===== src/rtl/lpm_arbiter.sv =====
// lpm_arbiter: shares one Lpm lookup engine between NREQ requesters and a table-write port.
// Define LPM_ARB_ROUND_ROBIN_EN for round-robin grant; otherwise the lowest valid index wins.
module lpm_arbiter #(
  parameter int NREQ  = 4,
  parameter int DEPTH = 8,
  parameter int DW    = 32,
  parameter int AW    = 32
) (
  input  logic                       CLK,
  input  logic                       RST,
  input  logic [NREQ-1:0]            req_enter__ENA,
  input  logic [NREQ*DW-1:0]         req_enter_x,
  output logic [NREQ-1:0]            req_enter__RDY,
  input  logic                       cfg_write__ENA,
  input  logic [AW-1:0]              cfg_write_addr,
  input  logic [DW-1:0]              cfg_write_data,
  output logic                       cfg_write__RDY,
  output logic                       lpm_enter__ENA,
  output logic [DW-1:0]              lpm_enter_x,
  input  logic                       lpm_enter__RDY,
  output logic                       lpm_write__ENA,
  output logic [AW-1:0]              lpm_write_addr,
  output logic [DW-1:0]              lpm_write_data,
  input  logic                       lpm_write__RDY,
  input  logic                       lpm_out__ENA,
  input  logic [DW-1:0]              lpm_out_v,
  output logic                       lpm_out__RDY,
  output logic [NREQ-1:0]            rsp_out__ENA,
  output logic [DW-1:0]              rsp_out_v,
  input  logic [NREQ-1:0]            rsp_out__RDY,
  output logic [$clog2(DEPTH+1)-1:0] outstanding
);
  localparam int IW = $clog2(NREQ);
  localparam int PW = $clog2(DEPTH);
  localparam int OW = $clog2(DEPTH + 1);

  typedef enum logic [1:0] {RUN, DRAIN, WRITE} state_t;

  state_t          state;
  logic [NREQ-1:0] slot_valid;
  logic [DW-1:0]   slot_key [NREQ];
  logic            wr_valid;
  logic [AW-1:0]   wr_addr;
  logic [DW-1:0]   wr_data;
  logic [IW-1:0]   tag_mem [DEPTH];
  logic [PW-1:0]   rd_ptr;
  logic [PW-1:0]   wr_ptr;
  logic [OW-1:0]   count;

  logic [NREQ-1:0] req_fire;
  logic            cfg_fire;
  logic            issue;
  logic            pop;
  logic [IW-1:0]   start;
  logic [IW-1:0]   grant;
  logic [IW-1:0]   head;

  // First valid slot at or after 'start', scanning upward with wrap.
  function automatic logic [IW-1:0] pick(input logic [NREQ-1:0] v, input logic [IW-1:0] from);
    logic [IW-1:0] idx;
    logic          found;
    pick  = '0;
    found = 1'b0;
    for (int k = 0; k < NREQ; k++) begin
      idx = IW'((int'(from) + k) % NREQ);
      if (!found && v[idx]) begin
        pick  = idx;
        found = 1'b1;
      end
    end
  endfunction

  assign req_fire = req_enter__ENA & ~slot_valid;
  assign cfg_fire = cfg_write__ENA & ~wr_valid;
  assign grant    = pick(slot_valid, start);
  assign head     = tag_mem[rd_ptr];

  assign issue = !RST && (state == RUN) && !wr_valid && (|slot_valid) &&
                 (count < OW'(DEPTH)) && lpm_enter__RDY;
  assign pop   = !RST && lpm_out__ENA && (count != '0);

  assign req_enter__RDY = RST ? '0 : ~slot_valid;
  assign cfg_write__RDY = !RST && !wr_valid;
  assign lpm_enter__ENA = issue;
  assign lpm_enter_x    = slot_key[grant];
  assign lpm_write__ENA = !RST && (state == WRITE) && lpm_write__RDY;
  assign lpm_write_addr = wr_addr;
  assign lpm_write_data = wr_data;
  assign lpm_out__RDY   = !RST && (count != '0) && rsp_out__RDY[head];
  assign rsp_out__ENA   = pop ? (NREQ'(1) << head) : '0;
  assign rsp_out_v      = lpm_out_v;
  assign outstanding    = count;

`ifdef LPM_ARB_ROUND_ROBIN_EN
  logic [IW-1:0] rr_ptr;

  always_ff @(posedge CLK or posedge RST) begin
    if (RST) begin
      rr_ptr <= '0;
    end else if (issue) begin
      rr_ptr <= (int'(grant) == NREQ - 1) ? '0 : grant + 1'b1;
    end
  end

  assign start = rr_ptr;
`else
  assign start = '0;
`endif

  // Control: slot/write valid bits, tag FIFO pointers, in-flight count and the drain FSM.
  always_ff @(posedge CLK or posedge RST) begin
    if (RST) begin
      slot_valid <= '0;
      wr_valid   <= 1'b0;
      rd_ptr     <= '0;
      wr_ptr     <= '0;
      count      <= '0;
      state      <= RUN;
    end else begin
      if (issue) slot_valid[grant] <= 1'b0;
      for (int i = 0; i < NREQ; i++) begin
        if (req_fire[i]) slot_valid[i] <= 1'b1;
      end

      if (cfg_fire) wr_valid <= 1'b1;
      else if (lpm_write__ENA) wr_valid <= 1'b0;

      if (issue) wr_ptr <= wr_ptr + 1'b1;
      if (pop) rd_ptr <= rd_ptr + 1'b1;

      case ({issue, pop})
        2'b10:   count <= count + 1'b1;
        2'b01:   count <= count - 1'b1;
        default: ;
      endcase

      case (state)
        RUN:     if (wr_valid || cfg_fire) state <= DRAIN;
        DRAIN:   if (count == '0) state <= WRITE;
        WRITE:   if (lpm_write__ENA) state <= RUN;
        default: state <= RUN;
      endcase
    end
  end

  // Data: keys, pending write and tags only load under their own enables.
  always_ff @(posedge CLK) begin
    for (int i = 0; i < NREQ; i++) begin
      if (req_fire[i]) slot_key[i] <= req_enter_x[i*DW +: DW];
    end
    if (cfg_fire) begin
      wr_addr <= cfg_write_addr;
      wr_data <= cfg_write_data;
    end
    if (issue) tag_mem[wr_ptr] <= grant;
  end

endmodule

===== config.mk =====
export PLATFORM = sky130hd
export DESIGN_NAME = lpm_arbiter
export DESIGN_NICKNAME = d
export VERILOG_FILES = /design/src/rtl/lpm_arbiter.sv
export SDC_FILE = /design/constraint.sdc
export NUM_CORES = 1
export LEC_CHECK = 0
export ABC_AREA = 1
export CELL_PAD_IN_SITES_DETAIL_PLACEMENT = 0
export CELL_PAD_IN_SITES_GLOBAL_PLACEMENT = 2
export CORE_ASPECT_RATIO = 2
export CORE_UTILIZATION = 28
export CTS_BUF_LIST = sky130_fd_sc_hd__clkbuf_8
export DETAILED_ROUTE_END_ITERATION = 6
export PLACE_DENSITY_LB_ADDON = 0.2
export SETUP_SLACK_MARGIN = 0.4
export SYNTH_ARGS = -nofsm -noshare
export SYNTH_HDL_FRONTEND = slang
export SYNTH_SLANG_ARGS = --single-unit

===== constraint.sdc =====
create_clock -name CLK -period 3.4 [get_ports CLK]
set_input_delay 0.34 -clock CLK [delete_from_list [all_inputs] [get_ports CLK]]
set_output_delay 0.34 -clock CLK [all_outputs]
set_load 0.02 [all_outputs]

==> impl_metrics.ini <==
[final_layout]
fin_nets = 1164
fin_cells = 1317
area_growth_pct = 47.7
seq_area_um2 = 6680
multi_input_area_um2 = 1430
final_util = 0.423
drive_gt1_frac = 0.0934
fillCellCount = 2799

[power_and_ir_drop]
pwr_density_cell_nw_per_um2 = 621
vdd_drop_max_uv = 345
leakage_nw = 4.68

[synthesis]
post-synth-top-count-cell = edfxtp_1
yosysUniqueCellTypes = 37
syn_inst = 603
synth_top_area_frac = 0.719
yosysTopAreaCell = edfxtp_1
synth_area_leaders = edfxtp_1 (72%), dfrtp_1 (4.9%), nand2_1 (4.5%)
syn_area_um2 = 8680
async_flop_share = 0.0756
synthTopCellsByCount = edfxtp_1 (208), nand2_1 (105), inv_1 (64), nand3_1 (46), buf_4 (37)
ys.flop_type = edfxtp_1
yosys_warnings = 0
ys_seq_elements = 225
synth_fp_nets = 846
syn_avg_cell_area_um2 = 14.4
synth_seq_area_share = 0.768
synth_edf_count = 208

[cts]
cts_sinks = 225
clk_latency_ns = 0.56
postCtsHoldBufs = 0
clk_pin_slew_worst_paths_ns = 0.07
htreeDepth = 2
postCtsSetupBuffers = 0
cts_max_path_buffers = 3
cts_root_buf = clkbuf_8
numCtsBuffers = 35
cts_tree = done
cts.repair.resized = 29

[sta]
whs_ns = 0.240
setup_tns_ns = 0
rsz0062_at_grt = true
slew_violations = 0
final_hold_viol_count = 0
period_needed_ns = 2.88
finalSetupViolCount = 0
clock-skew-final_ns = 0.0249
period_share = 0.846
fmax_mhz = 348
maxSlewHeadroom = 0.527
tightestPinTransition_ns = 0.708

[placement]
routabilityCongestion = 0.779
hpwl_um = 20600
io_buffers = 317
dp_cells = 1252

[die]
die_h_um = 251
io_pins = 382
initial_core_util = 0.287
dieArea_um2 = 31800
die_w_um = 127
core_area_um2 = 30300
num_rows = 90

[global_route]
track_usage = 0.178
grt_pass1_wl_um = 39900
grt_max_degree = 43
overflow = 0
antenna_found_initial = 7
grt_pass1_vias = 6428

[routing]
vias_per_cell = 4.49
routed_wl_um = 27900
dr.pass1.iters = 4
ant_nets = 0
wl_per_cell_um = 21.2
drc_errors = 0
drtIter0Drc = 191
vias = 5913

[worst_setup_path]
path_max_fanout = 33
timing.critical_path.arrival_ns = 2.54
cp-end-kind = primary output
critical_path_class = flop to primary output
worstPathRequired_ns = 3.06
crit_path_start_kind = flop

[run_status]
status = completed

[job]
drv_cap = 0

[worst_hold_path]
hold_class = input port to async pin
[worst paths after layout]
path,startpoint,slack (ns),to,cells after the start
setup reg to reg,outstanding[3]$_DFFE_PP0P_,1.08,outstanding[2]$_DFFE_PP0P_,11
min in group CLK,req_enter_x[94],0.33,slot_key[2][30]$_DFFE_PP_,1
max in group asynchronous,RST,2.93,slot_valid[1]$_DFFE_PP0P_,3
hold reg to reg,wr_ptr[0]$_DFFE_PP0P_,0.57,wr_ptr[0]$_DFFE_PP0P_,2
setup / recovery,slot_valid[1]$_DFFE_PP0P_,0.52,lpm_enter_x[6],7
hold / removal,RST,0.24,outstanding[3]$_DFFE_PP0P_,3
[per-layer routing]
layer	vias up	GRT usage	share of wire
met5	-	0	0
met4	0	0.0912	0.040
met3	61	0.0690	0.093
met2	285	0.343	0.56
met1	2808	0.155	0.30
li1	2759	-	-
[cell type report]
cell class	count	share of cell area
tap	368	0.0359
inverter	73	0.0220
timing repair buffer	330	0.258
antenna	7	0.00137
multi-input combinational	256	0.112
sequential	225	0.521
clock inverter	23	0.0126
clock buffer	35	0.0376
[cell usage in the layout (no fill, tap or decap), types with 4 or more instances in the layout]
master,Yosys,routed
o2111ai_1,32,32
clkinv_1,1,5
clkinv_2,0,6
edfxtp_1,208,208
nand3_1,46,46
dfrtp_1,17,14
dlymetal6s2s_1,0,5
ha_1,5,5
inv_2,6,7
inv_1,64,71
diode_2,0,7
nand2_1,105,105
dlygate4sd2_1,0,22
clkdlybuf4s50_1,0,289
clkbuf_8,0,35
xor2_1,5,5
buf_4,37,9
nor3_1,7,7
nor2_1,17,14
o21ai_0,11,11
nor2_4,1,4
buf_12,0,4
[power by group]
part | switching [W] | internal [W] | total (W)
registers | 0.000166 | 0.00332 | 0.00348
logic | 0.00133 | 0.000934 | 0.00227
clock network | 0.00109 | 0.00112 | 0.00221
total | 0.00259 | 0.00537 | 0.00796
[cells by family after synthesis]
logic type | after synthesis | share of synthesized area
DFF | 225 | 0.768
and+or+nand+nor | 190 | 0.101
buffers and inverters | 122 | 0.0700
AOI/OAI and AO/OA | 54 | 0.0467
xor gates and xnor gates | 7 | 0.00706
adders and majority gates | 5 | 0.00721
[metrics by stage]
step           worst slack (ns)  cell area, µm²  total power [W]
2_1_floorplan             0.895            8680          0.00472
3_3_place_gp              0.793           12100          0.00596
3_5_place_dp              0.749           12100          0.00596
4_1_cts                   0.438           12800          0.00813
5_1_grt                   0.376           12800          0.00835
6_report                  0.523           12800          0.00796
[registers in the layout, summed over array words and instances, names as in the netlist]
| register | flops |
|---|---|
| slot_valid | 4 |
| outstanding | 4 |
| wr_valid | 1 |
| lpm_write_addr | 32 |
| slot_key | 128 |
| tag_mem | 16 |
| wr_ptr | 3 |
| rd_ptr | 3 |
| lpm_write_data | 32 |
| state | 2 |
[worst max-delay path, cell delays in order (launching register included)]
cell,delay [ns]
dfrtp_2,0.43
nor2_2,0.14
nand2_1,0.13
clkinv_1,0.11
buf_8,0.26
nand2_1,0.09
o2111ai_1,0.14
clkdlybuf4s50_1,0.66
Note: power is estimated with default switching activity, not from simulation.
